**config.mk**
```make
export PLATFORM = sky130hd
export DESIGN_NAME = cjump_rs_flat
export DESIGN_NICKNAME = d
export VERILOG_FILES = /design/src/rtl/cjump_rs_pkg.sv /design/src/rtl/cjump_rs_if.sv /design/src/rtl/cjump_rs_entry.sv /design/src/rtl/cjump_rs.sv /design/src/flat_wrapper.sv
export SDC_FILE = /design/constraint.sdc
export NUM_CORES = 1
export LEC_CHECK = 0
export CORE_MARGIN = 10
export CORE_UTILIZATION = 55
export DETAILED_ROUTE_END_ITERATION = 12
export PLACE_DENSITY = 0.82
export SYNTH_ARGS = -nofsm -noshare
export SYNTH_HDL_FRONTEND = slang
export SYNTH_SLANG_ARGS = --single-unit
```
**constraint.sdc**
```tcl
create_clock -name clk -period 6.3 [get_ports clk]
set_clock_uncertainty 0.05 [all_clocks]
set_input_delay 0.63 -clock clk [delete_from_list [all_inputs] [get_ports clk]]
set_output_delay 0.63 -clock clk [all_outputs]
set_load 0.01 [all_outputs]
```
**src/rtl/cjump_rs_pkg.sv**
```systemverilog
// Shared types for the conditional-jump reservation station: widths, entry record, CDB match helper.
// Pure declarations; no timing or flow control lives here.
package cjump_rs_pkg;

    localparam int ROBID_W = 4;
    localparam int DATA_W  = 8;

    typedef logic [ROBID_W-1:0] robid_t;
    typedef logic [DATA_W-1:0]  data_t;

    // Source index 1 is operand a, index 0 is operand b.
    typedef struct packed {
        logic             valid;
        data_t            operand;
        logic [1:0]       rdy;
        robid_t [1:0]     tag;
        data_t  [1:0]     val;
        data_t            wbs;
        data_t            flags;
        robid_t           robid;
    } rs_entry_t;

    function automatic logic cdb_hit(input logic rdy, input robid_t tag,
                                     input logic cdb_vld, input robid_t cdb_id);
        return !rdy && cdb_vld && (tag == cdb_id);
    endfunction

endpackage

```
**src/rtl/cjump_rs_if.sv**
```systemverilog
// Issue, CDB snoop and FU dispatch bundle of the cjump reservation station.
// Dispatch side is a registered strobe gated by fu_busy; issue side is valid/ready.
interface cjump_rs_if;
    import cjump_rs_pkg::*;

    logic           issue_valid;
    logic           issue_ready;
    data_t          issue_operand;
    logic [1:0]     issue_rdy;
    robid_t [1:0]   issue_tag;
    data_t  [1:0]   issue_val;
    data_t          issue_wbs;
    data_t          issue_flags;
    robid_t         issue_robid;

    logic           cdb_valid;
    robid_t         cdb_id;
    data_t          cdb_val;

    logic           flush;
    logic           fu_busy;

    logic           fu_transmit;
    data_t          fu_operand;
    data_t          fu_wbs;
    data_t          fu_flags;
    data_t  [1:0]   fu_depvals;
    robid_t         fu_robid;

    modport master (
        output issue_valid, issue_operand, issue_rdy, issue_tag, issue_val,
               issue_wbs, issue_flags, issue_robid,
               cdb_valid, cdb_id, cdb_val, flush, fu_busy,
        input  issue_ready, fu_transmit, fu_operand, fu_wbs, fu_flags,
               fu_depvals, fu_robid
    );

    modport slave (
        input  issue_valid, issue_operand, issue_rdy, issue_tag, issue_val,
               issue_wbs, issue_flags, issue_robid,
               cdb_valid, cdb_id, cdb_val, flush, fu_busy,
        output issue_ready, fu_transmit, fu_operand, fu_wbs, fu_flags,
               fu_depvals, fu_robid
    );

endinterface

```
**src/rtl/cjump_rs_entry.sv**
```systemverilog
// One reservation-station slot: load / shift-in / hold, then CDB wakeup on the chosen next value.
// Single-cycle update; no flow control of its own, the top decides load and shift.
module cjump_rs_entry
    import cjump_rs_pkg::*;
(
    input  logic      clk,
    input  logic      rst_n,
    input  logic      flush_i,
    input  logic      load_i,
    input  rs_entry_t load_dat_i,
    input  logic      shift_i,
    input  rs_entry_t shift_dat_i,
    input  logic      cdb_valid_i,
    input  robid_t    cdb_id_i,
    input  data_t     cdb_val_i,
    output rs_entry_t entry_o
);

    rs_entry_t entry_q, entry_d, base;

    // Wakeup is applied after selecting the source so shifted and newly issued ops both snoop.
    always_comb begin
        base = entry_q;
        if (load_i) begin
            base = load_dat_i;
        end else if (shift_i) begin
            base = shift_dat_i;
        end
        entry_d = base;
        for (int s = 0; s < 2; s++) begin
            if (base.valid && cdb_hit(base.rdy[s], base.tag[s], cdb_valid_i, cdb_id_i)) begin
                entry_d.rdy[s] = 1'b1;
                entry_d.val[s] = cdb_val_i;
            end
        end
        if (flush_i) begin
            entry_d = '0;
        end
    end

    always_ff @(posedge clk or negedge rst_n) begin
        if (!rst_n) begin
            entry_q <= '0;
        end else begin
            entry_q <= entry_d;
        end
    end

    assign entry_o = entry_q;

endmodule

```
**src/rtl/cjump_rs.sv**
```systemverilog
// Collapsing reservation station for the cjump FU: oldest operand-ready op dispatched as a one-cycle strobe.
// Issue to strobe is 2 cycles; no dispatch while fu_busy or the previous strobe is out.
module cjump_rs
    import cjump_rs_pkg::*;
#(
    parameter int DEPTH = 4
) (
    input  logic         clk,
    input  logic         rst_n,
    cjump_rs_if.slave    bus
);

    localparam int IDX_W = (DEPTH > 1) ? $clog2(DEPTH) : 1;
    localparam int CNT_W = $clog2(DEPTH + 1);

    typedef logic [CNT_W-1:0] cnt_t;
    typedef logic [IDX_W-1:0] idx_t;

    cnt_t      count_q, count_d, count_rem;
    rs_entry_t ent [DEPTH];
    rs_entry_t new_ent;
    logic      sel_vld;
    idx_t      sel_idx;
    logic      dispatch;
    logic      accept;

    logic         fu_transmit_q;
    data_t        fu_operand_q, fu_wbs_q, fu_flags_q;
    data_t [1:0]  fu_depvals_q;
    robid_t       fu_robid_q;

    assign bus.issue_ready = (count_q < cnt_t'(DEPTH));
    assign accept          = bus.issue_valid && bus.issue_ready && !bus.flush;

    // Oldest-first: scanning downward leaves the lowest ready index selected.
    always_comb begin
        sel_vld = 1'b0;
        sel_idx = '0;
        for (int i = DEPTH - 1; i >= 0; i--) begin
            if (ent[i].valid && (&ent[i].rdy)) begin
                sel_vld = 1'b1;
                sel_idx = idx_t'(i);
            end
        end
    end

    assign dispatch  = sel_vld && !bus.fu_busy && !fu_transmit_q && !bus.flush;
    assign count_rem = count_q - cnt_t'(dispatch);
    assign count_d   = bus.flush ? '0 : (count_rem + cnt_t'(accept));

    always_comb begin
        new_ent         = '0;
        new_ent.valid   = 1'b1;
        new_ent.operand = bus.issue_operand;
        new_ent.rdy     = bus.issue_rdy;
        new_ent.tag     = bus.issue_tag;
        new_ent.val     = bus.issue_val;
        new_ent.wbs     = bus.issue_wbs;
        new_ent.flags   = bus.issue_flags;
        new_ent.robid   = bus.issue_robid;
    end

    for (genvar g = 0; g < DEPTH; g++) begin : g_ent
        rs_entry_t shift_src;
        if (g == DEPTH - 1) begin : g_top
            assign shift_src = '0;
        end else begin : g_mid
            assign shift_src = ent[g+1];
        end

        cjump_rs_entry u_entry (
            .clk         (clk),
            .rst_n       (rst_n),
            .flush_i     (bus.flush),
            .load_i      (accept && (count_rem == cnt_t'(g))),
            .load_dat_i  (new_ent),
            .shift_i     (dispatch && (idx_t'(g) >= sel_idx)),
            .shift_dat_i (shift_src),
            .cdb_valid_i (bus.cdb_valid),
            .cdb_id_i    (bus.cdb_id),
            .cdb_val_i   (bus.cdb_val),
            .entry_o     (ent[g])
        );
    end

    always_ff @(posedge clk or negedge rst_n) begin
        if (!rst_n) begin
            count_q       <= '0;
            fu_transmit_q <= 1'b0;
            fu_operand_q  <= '0;
            fu_wbs_q      <= '0;
            fu_flags_q    <= '0;
            fu_depvals_q  <= '0;
            fu_robid_q    <= '0;
        end else begin
            count_q       <= count_d;
            fu_transmit_q <= dispatch;
            if (dispatch) begin
                fu_operand_q <= ent[sel_idx].operand;
                fu_wbs_q     <= ent[sel_idx].wbs;
                fu_flags_q   <= ent[sel_idx].flags;
                fu_depvals_q <= ent[sel_idx].val;
                fu_robid_q   <= ent[sel_idx].robid;
            end
        end
    end

    assign bus.fu_transmit = fu_transmit_q;
    assign bus.fu_operand  = fu_operand_q;
    assign bus.fu_wbs      = fu_wbs_q;
    assign bus.fu_flags    = fu_flags_q;
    assign bus.fu_depvals  = fu_depvals_q;
    assign bus.fu_robid    = fu_robid_q;

endmodule

```
**src/flat_wrapper.sv**
```systemverilog
// flat-port wrapper written by rule: the top's interface ports become plain ports
module cjump_rs_flat import cjump_rs_pkg::*;
#(
    parameter int DEPTH = 4
)
  (clk, rst_n, bus_issue_valid, bus_issue_operand, bus_issue_rdy, bus_issue_tag, bus_issue_val, bus_issue_wbs, bus_issue_flags, bus_issue_robid, bus_cdb_valid, bus_cdb_id, bus_cdb_val, bus_flush, bus_fu_busy, bus_issue_ready, bus_fu_transmit, bus_fu_operand, bus_fu_wbs, bus_fu_flags, bus_fu_depvals, bus_fu_robid);
  cjump_rs_if bus_i ();
  input  logic clk;
  input  logic rst_n;
  input wire logic [$bits(bus_i.issue_valid)-1:0] bus_issue_valid;
  input wire logic [$bits(bus_i.issue_operand)-1:0] bus_issue_operand;
  input wire logic [$bits(bus_i.issue_rdy)-1:0] bus_issue_rdy;
  input wire logic [$bits(bus_i.issue_tag)-1:0] bus_issue_tag;
  input wire logic [$bits(bus_i.issue_val)-1:0] bus_issue_val;
  input wire logic [$bits(bus_i.issue_wbs)-1:0] bus_issue_wbs;
  input wire logic [$bits(bus_i.issue_flags)-1:0] bus_issue_flags;
  input wire logic [$bits(bus_i.issue_robid)-1:0] bus_issue_robid;
  input wire logic [$bits(bus_i.cdb_valid)-1:0] bus_cdb_valid;
  input wire logic [$bits(bus_i.cdb_id)-1:0] bus_cdb_id;
  input wire logic [$bits(bus_i.cdb_val)-1:0] bus_cdb_val;
  input wire logic [$bits(bus_i.flush)-1:0] bus_flush;
  input wire logic [$bits(bus_i.fu_busy)-1:0] bus_fu_busy;
  output wire logic [$bits(bus_i.issue_ready)-1:0] bus_issue_ready;
  output wire logic [$bits(bus_i.fu_transmit)-1:0] bus_fu_transmit;
  output wire logic [$bits(bus_i.fu_operand)-1:0] bus_fu_operand;
  output wire logic [$bits(bus_i.fu_wbs)-1:0] bus_fu_wbs;
  output wire logic [$bits(bus_i.fu_flags)-1:0] bus_fu_flags;
  output wire logic [$bits(bus_i.fu_depvals)-1:0] bus_fu_depvals;
  output wire logic [$bits(bus_i.fu_robid)-1:0] bus_fu_robid;
  assign bus_i.issue_valid = bus_issue_valid;
  assign bus_i.issue_operand = bus_issue_operand;
  assign bus_i.issue_rdy = bus_issue_rdy;
  assign bus_i.issue_tag = bus_issue_tag;
  assign bus_i.issue_val = bus_issue_val;
  assign bus_i.issue_wbs = bus_issue_wbs;
  assign bus_i.issue_flags = bus_issue_flags;
  assign bus_i.issue_robid = bus_issue_robid;
  assign bus_i.cdb_valid = bus_cdb_valid;
  assign bus_i.cdb_id = bus_cdb_id;
  assign bus_i.cdb_val = bus_cdb_val;
  assign bus_i.flush = bus_flush;
  assign bus_i.fu_busy = bus_fu_busy;
  assign bus_issue_ready = bus_i.issue_ready;
  assign bus_fu_transmit = bus_i.fu_transmit;
  assign bus_fu_operand = bus_i.fu_operand;
  assign bus_fu_wbs = bus_i.fu_wbs;
  assign bus_fu_flags = bus_i.fu_flags;
  assign bus_fu_depvals = bus_i.fu_depvals;
  assign bus_fu_robid = bus_i.fu_robid;
  cjump_rs #(.DEPTH(DEPTH)) u_core (.clk(clk), .rst_n(rst_n), .bus(bus_i));
endmodule
```
Yosys cells after proc, flatten, opt, wreduce, memory -nomap -nowiden --
Index checks and enable logic that the tools add are counted. Widths: inputs -> output; s select.
Word-level totals: bits in registers 268, bits of input ports 72, output and inout port bits 46
Cells by class: reduce and logical (&&, ||, !) cells 69, equal/unequal tests 11, magnitude comparators 6, bitwise operators 1, $add $sub $neg 2, mux-type cells 40
Operator list (number):
- $mux 55 | 12
- $bmux 55 s2 | 1
- $mux 54 | 2
- $mux 8 | 8
- $logic_and 1x1->1 | 41
- $eq 4x4->1 | 8
- $reduce_bool 4->1 | 8
- $mux 1 | 12
- $reduce_bool 3->1 | 4
- $logic_not 1->1 | 11
- $mux 2 | 4
- $reduce_and 2->1 | 4
- $eq 3x2->1 const B | 2
- $ge 1x2->1 const A | 2
- $ge 2x2->1 const A | 2
- $add 3x1->3 | 1
- $eq 3x1->1 const B | 1
- $ge 3x3->1 const B | 1
- $logic_not 3->1 | 1
- $lt 3x3->1 const B | 1
- $mux 3 | 1
- $not 2->3 | 1
- $sub 3x1->3 | 1

Longest topological paths before layout --
Gate-level depths: netlist (run 1).
depth after elaboration 19, mapped depth 17

Modules after synthesis --
Synthesis (run 1) repeated with hierarchy kept, for this count alone.
Second synthesis, totals: cell total of the unflattened synthesis 1798, area, all modules 16365.7 µm²
By module, submodules not included:
- cjump_rs_entry | area each 3294.4 µm², seq. area each 1376.3 µm², instances 4, cells an instance 356
- cjump_rs | area each 3188.1 µm², seq. area each 1201.2 µm², instances 1, cells an instance 374

Least setup slack after synthesis (run 1) --
Ideal clock, no wire load.
path type register to register, start register u_core.g_ent[0].u_entry.entry_q (netlist bit u_core.g_ent[0].u_entry.entry_o[45]), end register u_core.g_ent[3].u_entry.entry_q (netlist bit u_core.g_ent[3].u_entry.entry_o[28]), arrival 3.873 ns, cell stages (with the launch flop) 18, clock period less this slack 4.065 ns, path slack 2.235 ns, setup time 0.142 ns, data required time 6.108 ns, cells stage by stage dfrtp_1 nand3_1 clkbuf_1 nand4_1 nand2_1 inv_1 ha_1 ha_1 or4b_4 buf_4 nor2_1 buf_2 and2_1 or3_1 nand4_1 or4_1 clkbuf_1 mux2i_1
Between the ends: cells in the longest elaborated chain, start to end 16, elaborated cells on any way between the ends 22
RTL lines:
- start: declaration | RTL line cjump_rs_entry.sv:19 | rs_entry_t entry_q, entry_d, base;
- start signal: assignment | RTL line cjump_rs_entry.sv:45 | entry_q <= entry_d;
- $reduce_and 2->1 * | RTL line cjump_rs.sv:40 | if (ent[i].valid && (&ent[i].rdy)) begin
- $logic_and 1x1->1 * | RTL line cjump_rs.sv:40
- $mux 1 * | RTL line cjump_rs.sv:40
- $logic_and 1x1->1 * (3 in series) | RTL line cjump_rs.sv:47 | assign dispatch = sel_vld && !bus.fu_busy && !fu_transmit_q && !bus.flush;
- net u_core.dispatch | RTL line cjump_rs.sv:24 | logic dispatch;
- branches (longest 10 deep; another with $sub 3x1->3)
- end signal: assignment | RTL line cjump_rs_entry.sv:45
- end: declaration | RTL line cjump_rs_entry.sv:19
Mark *: on every way through the listed nets, which the timed path passes. The select of a mux whose other input is x is not followed. A chain may end at the register's enable or synchronous reset.

Final worst setup path (run 1) --
start register u_core.g_ent[1].u_entry.entry_q (netlist bit u_core.g_ent[1].u_entry.entry_o[45]), end register u_core.g_ent[2].u_entry.entry_q (netlist bit u_core.g_ent[2].u_entry.entry_o[30])
Between the ends: cells in the longest elaborated chain, start to end 17, elaborated cells on any way between the ends 24
RTL lines (RTL line):
- start: declaration | cjump_rs_entry.sv:19
- start signal: assignment | cjump_rs_entry.sv:45
- $reduce_and 2->1 * | cjump_rs.sv:40
- $logic_and 1x1->1 * | cjump_rs.sv:40
- $mux 1 * (2 in series) | cjump_rs.sv:40
- $logic_and 1x1->1 * (3 in series) | cjump_rs.sv:47
- net u_core.dispatch | cjump_rs.sv:24
- branches (longest 10 deep; another with $sub 3x1->3)
- end signal: assignment | cjump_rs_entry.sv:45
- end: declaration | cjump_rs_entry.sv:19
Marks and branches as above.

==> results.json, run 1 <==
{
  "hold_path_class": "input pin to asynchronous set/reset pin",
  "gp_congestion": 0.9653,
  "grt-ovfl-total": 0,
  "rsz0062_at_grt": "false",
  "path_clk_slew_ns": 0.06,
  "layout.nets": 1855,
  "vdd_drop_max_mv": 0.2009,
  "rows": 59,
  "grt_pass1_vias": 13237,
  "synth.distinct_cells": 59,
  "drive_above_1_share": 0.05944,
  "cp-end-kind": "register",
  "syn2layout_area_growth_pct": 15.67,
  "core_um2": 26130,
  "grtUsageTotal": 0.2512,
  "synth_xor_area_frac": 0.01618,
  "drt_iter0_markers": 1593,
  "worst_slack_ns": 1.120,
  "syn_avg_cell_area_um2": 8.281,
  "cp_data_arrival_time_ns": 5.59,
  "setup_viol": 0,
  "ant_nets": 0,
  "worst_slew_pin_slew_ns": 1.049,
  "crit_start": "u_core.g_ent[1].u_entry.entry_o[45]",
  "drc": 0,
  "timing.rr.start": "u_core.g_ent[1].u_entry.entry_o[45]",
  "wl_per_cell_um": 20.28,
  "start_kind": "register",
  "synth_seq_cells": 268,
  "crit_required_ns": 6.71,
  "cts_buffer_depth": 3,
  "async_flop_share": 1.000,
  "criticalPathCategory": "register to register",
  "ctsHoldBuffers": 0,
  "initial_core_util": 0.5593,
  "muxShareOfSynthArea": 0.05231,
  "rr_endpoint": "u_core.g_ent[2].u_entry.entry_o[30]",
  "hpwl_um": 26230,
  "status": "finished clean",
  "ys_warn_count": 0,
  "vias_per_cell": 6.378,
  "slew-limit-headroom": 0.2991,
  "ctsHtreeMaxLevel": 1,
  "slew_viol_final": 0,
  "portBuffers": 117,
  "synth_compound_area_frac": 0.1780,
  "synth_most_common_cell": "nand2_1",
  "yosysTopAreaCell": "dfrtp_1",
  "crit_end": "u_core.g_ent[2].u_entry.entry_o[30]",
  "num_antenna_cells": 0,
  "timing.fmax_ghz": 0.1931,
  "fin_crit_sh": 0.8222,
  "ios": 118,
  "cts.sinks": 268,
  "vias": 13618,
  "synth_top_flop_cell": "dfrtp_1",
  "period_needed_ns": 5.180,
  "antenna_found_initial": 0,
  "die-area_um2": 33490,
  "maxCapViolCount": 0,
  "grt_pass1_wl_um": 69800,
  "cts_resized": 0,
  "r2r_setup_slack_ns": 1.12,
  "synth_fa_ha_area_frac": 0.002568,
  "wirelength_um": 43300,
  "synth-edff-count": 0,
  "post-cts-setup-buffer-count": 0,
  "synthTopCellsByCount": "nand2_1, dfrtp_1, nor2_1, o21ai_0, clkbuf_1",
  "clk_latency_ns": 0.56,
  "synth_cells": 1765,
  "grt_max_degree": 176,
  "critPathMaxFanout": 14,
  "p_leak_uw": 0.007351,
  "syn_nets": 1840,
  "synth-simple-area-share": 0.2479,
  "synth_top_area_frac": 0.4589,
  "die_w_um": 183.0,
  "cts_tree": "yes",
  "power_density_nw_per_um2": 235.2,
  "cts-root-buf": "clkbuf_16",
  "synth_top_family_by_area": "simple AND/OR/NAND/NOR gates",
  "drt-pass1-iter-count": 7,
  "synth_area_leaders": "dfrtp_1, nand2_1, mux2i_1",
  "ys_seq_area_frac": 0.4589,
  "syn_area_um2": 14620,
  "cts_made_buffers": 30,
  "fp.dieH_um": 183.0,
  "report.final.hold_viol_count": 0,
  "r2r_cells": 13,
  "fin_tns_setup_ns": 0,
  "post-place-ws_ns": 1.016
}
-- per-layer routing --
layer / routed length (µm) / GRT usage / vias to the layer above
met2: 20400 / 0.4157 / 739
met5: 0 / 0 / -
met3: 3987 / 0.03933 / 140
met1: 17210 / 0.3217 / 6609
met4: 1702 / 0.1066 / 0
li1: - / - / 6130
-- power breakdown --
group	switching, µW	internal [µW]
Clock	702	1100
Sequential	32.1	1770
Combinational	229	139
-- state kept, by name, summed over array words and instances, names as in the netlist --
signal                        cells
u_core.g_ent.u_entry.entry_o    220
u_core.bus.fu_robid               4
u_core.bus.fu_operand             8
u_core.bus.fu_wbs                 8
u_core.bus.fu_transmit            1
u_core.bus.fu_flags               8
u_core.count_q                    3
u_core.bus.fu_depvals            16
-- worst max-delay path, cell delays in order, from the launching register on --
cell	delay, ns
dfrtp_1	0.43
nand3_1	0.29
nand4_1	0.35
nand2_4	0.16
inv_1	0.15
ha_1	0.24
ha_1	0.22
nor4b_2	0.59
nand3_1	0.61
and3_1	0.39
a221oi_1	0.34
xor2_1	0.20
nand4_1	0.66
mux2i_1	0.39
-- layout by cell type, fill, tap and decap left out, types with 4 or more instances in the layout --
cell and n:
nand2_1 498, dfrtp_1 268, nor2_1 146, o21ai_0 131, clkdlybuf4s50_1 115, a21oi_1 86, mux2i_1 73, nand3_1 60
a311oi_1 56, nor3b_1 45, a311o_1 32, clkbuf_16 31, a22o_1 28, buf_4 23, xnor2_1 22, a22oi_1 16
nor2b_1 15, inv_1 9, nand2b_1 9, and3_1 7, a31o_2 6, a31oi_1 6, or4_1 6, and2_1 6
clkbuf_1 6, nand4_1 5, xor2_1 5, o211ai_1 5, clkinv_2 5, nor4_1 4, or2_2 4, a2bb2oi_1 4
bufinv_16 4, clkbuf_8 4
-- how the worst min path moves through the flow --
stage / endpoint
finish: u_core.bus.fu_wbs[2]
detailed placement: u_core.bus.fu_operand[2]
CTS: u_core.g_ent[0].u_entry.entry_o[45]
global route: u_core.bus.fu_wbs[2]
floorplan: u_core.bus.fu_depvals[0]
global placement: u_core.bus.fu_operand[6]
-- cell families (layout without fill, tap and decap cells) --
kind of cell | count (synthesis) | in the layout
compound gates | 390 | 390
xor+xnor | 27 | 27
fa+ha+maj | 3 | 3
buf+inv | 168 | 203
flops | 268 | 268
mux | 76 | 76
simple gates | 833 | 833
-- cell type report --
| cell class | instances | area, µm² |
|---|---|---|
| well taps | 335 | 419.2 |
| clock buffers | 41 | 853.3 |
| flip-flops and latches | 268 | 6706 |
| inverters | 10 | 37.54 |
| clock inverters | 11 | 160.2 |
| fillers | 2117 | 9228 |
| multi-input cells | 1329 | 7358 |
| repair buffers | 141 | 1370 |
-- through the flow --
| step | std cells | area [µm²] | hold slack (ns) | utilization | power [µW] |
|---|---|---|---|---|---|
| 2_1_floorplan | 1765 | 14620 | 0.2844 | - | 2022 |
| 3_3_place_gp | 2083 | 15890 | 0.4103 | 0.6081 | 2187 |
| 4_1_cts | 2135 | 16910 | 0.08313 | 0.6469 | 3991 |
| 3_5_place_dp | 2083 | 15890 | 0.4191 | 0.6081 | 2195 |
| 6_report | 2135 | 16910 | 0.03912 | 0.6469 | 3976 |
| 5_1_grt | 2135 | 16910 | 0.09929 | 0.6469 | 4105 |
Power figures use the tool's default switching activity.
==> inputs of run 2 (changes only) <==
Clock period 6.3 ns to 5.1 ns, I/O delays scaled along.
==> results.json, run 2 (synthesized netlist as in run 1, its figures left out) <==
{
  "status": "complete, but fails checks",
  "violations": "hold timing",
  "layout.nets": 1860,
  "p_comb_frac": 0.093,
  "worst_slack_ns": 0.4334,
  "grt-ovfl-total": 0,
  "swShare": 0.2446,
  "ant_nets": 0,
  "drt-pass1-iter-count": 6,
  "critPathMaxFanout": 11,
  "cts-root-buf": "clkbuf_16",
  "period_needed_ns": 4.667,
  "wl_per_cell_um": 20.59,
  "post-place-ws_ns": 0.4560,
  "die_w_um": 183.0,
  "cts_buffer_depth": 3,
  "cts_tree": "yes",
  "fp.dieH_um": 183.0,
  "cp_data_arrival_time_ns": 5.07,
  "ctsHtreeMaxLevel": 1,
  "use_met1": 0.3409,
  "setup_viol": 0,
  "slew_viol_final": 0,
  "drc": 0,
  "initial_core_util": 0.5593,
  "placed_area_um2": 15960,
  "grt_pass1_wl_um": 70790,
  "largest_register_ffs": 220,
  "drt_iter0_markers": 1598,
  "fin_tns_setup_ns": 0,
  "vias_per_cell": 6.355,
  "path_clk_slew_ns": 0.06,
  "die-area_um2": 33490,
  "power_frac_seq": 0.454,
  "cts.sinks": 268,
  "vias": 13613,
  "ios": 118,
  "power.internal_uw": 3712,
  "r2r_cells": 13,
  "report.final.hold_viol_count": 28,
  "ctsHoldBuffers": 0,
  "vdd_drop_max_mv": 0.2434,
  "power_density_nw_per_um2": 289.6,
  "grt.busiest_layer": "met2",
  "post-cts-setup-buffer-count": 0,
  "nFillCells": 2150,
  "drive_above_1_share": 0.06146,
  "criticalPathCategory": "register to register",
  "clk_latency_ns": 0.55,
  "cp-end-kind": "register",
  "start_kind": "register",
  "grt_pass1_vias": 13184,
  "fin_crit_sh": 0.9150,
  "final_common_cell": "nand2_1",
  "gp_congestion": 0.8909,
  "syn2layout_area_growth_pct": 16.06,
  "core_um2": 26130,
  "layout_common_cells": "nand2_1, dfrtp_1, nor2_1, o21ai_0, clkdlybuf4s50_1",
  "p_leak_uw": 0.007384,
  "wirelength_um": 44100,
  "portBuffers": 117,
  "hpwl_um": 26590,
  "r2r_setup_slack_ns": 0.43,
  "rows": 59,
  "cts_resized": 0,
  "p_sw_uw": 1202,
  "crit_required_ns": 5.51,
  "slew-limit-headroom": 0.1798,
  "hold_path_class": "input pin to asynchronous set/reset pin",
  "grtUsageTotal": 0.2562,
  "maxCapViolCount": 0,
  "met3_usage": 0.04348,
  "final_area_um2": 16960,
  "timing.fmax_ghz": 0.2143,
  "antenna_found_initial": 1,
  "clkPwrFrac": 0.453,
  "worst_slew_pin_slew_ns": 1.230,
  "rsz0062_at_grt": "false",
  "whs_ns": -0.02161,
  "grt_use_met2": 0.4112,
  "cts_made_buffers": 29,
  "grt_max_degree": 191
}
run 2: changes by cell type in the layout (fill, tap and decap cells not counted), moves of 2 or more:
cell        previous run  this run
clkinv_2               5         3
clkbuf_16             31        29
buf_4                 23        27
clkbuf_1               6         8
buf_12                 1         3
clkinvlp_4             2         0
clkbuf_8               4         7
run 2: critical path, stage by stage (launching register included):
cell	delay, ns
dfrtp_1	0.42
nand3_1	0.27
nand4_1	0.36
nand2_4	0.17
inv_1	0.06
ha_1	0.19
ha_1	0.23
or4b_4	0.60
nor3_2	0.39
a221oi_1	0.15
o21a_1	0.24
or4b_1	0.44
or4_1	0.72
mux2i_1	0.28
run 2: power by group through the flow:
| stage | Clock [µW] | Combinational [µW] | Sequential [µW] |
|---|---|---|---|
| floorplan | 0 | 241 | 2260 |
| global placement | 0 | 445 | 2260 |
| detailed placement | 0 | 454 | 2260 |
| CTS | 2240 | 456 | 2230 |
| global route | 2340 | 504 | 2230 |
| finish | 2230 | 459 | 2230 |
run 2: cell type report:
cell class	instances	area, µm²	share of cell area
sequential	268	6706	0.3954
clock inverter	8	146.4	0.008630
antenna	1	2.502	0.0001475
tap	335	419.2	0.02471
inverter	10	37.54	0.002213
timing repair buffer	147	1440	0.08490
multi-input combinational	1329	7358	0.4338
clock buffer	44	852.1	0.05023
run 2: final timing paths:
| kind | to | start |
|---|---|---|
| setup / recovery | u_core.g_ent[1].u_entry.entry_o[33] | u_core.g_ent[1].u_entry.entry_o[54] |
| hold / removal | u_core.bus.fu_wbs[5] | rst_n |
| setup reg to reg | u_core.g_ent[1].u_entry.entry_o[33] | u_core.g_ent[1].u_entry.entry_o[54] |
| hold reg to reg | u_core.bus.fu_operand[2] | u_core.bus.fu_operand[2] |
| max in group asynchronous | u_core.bus.fu_depvals[13] | rst_n |
| min in group clk | u_core.bus.fu_transmit | bus_flush |
run 2: layer usage:
layer / routed length [µm] / part of all wire
met3: 3850 / 0.087
met5: 0 / 0
met2: 20530 / 0.47
met1: 18210 / 0.41
met4: 1506 / 0.034
run 2: per-stage QoR:
| stage | power, µW | util | cells | hold slack (ns) |
|---|---|---|---|---|
| 2_1_floorplan | 2498 | - | 1765 | 0.1644 |
| 3_3_place_gp | 2707 | 0.6108 | 2089 | 0.4115 |
| 3_5_place_dp | 2719 | 0.6108 | 2089 | 0.4199 |
| 4_1_cts | 4924 | 0.6490 | 2141 | 0.009290 |
| 5_1_grt | 5075 | 0.6490 | 2141 | 0.04098 |
| 6_report | 4913 | 0.6491 | 2142 | -0.02161 |
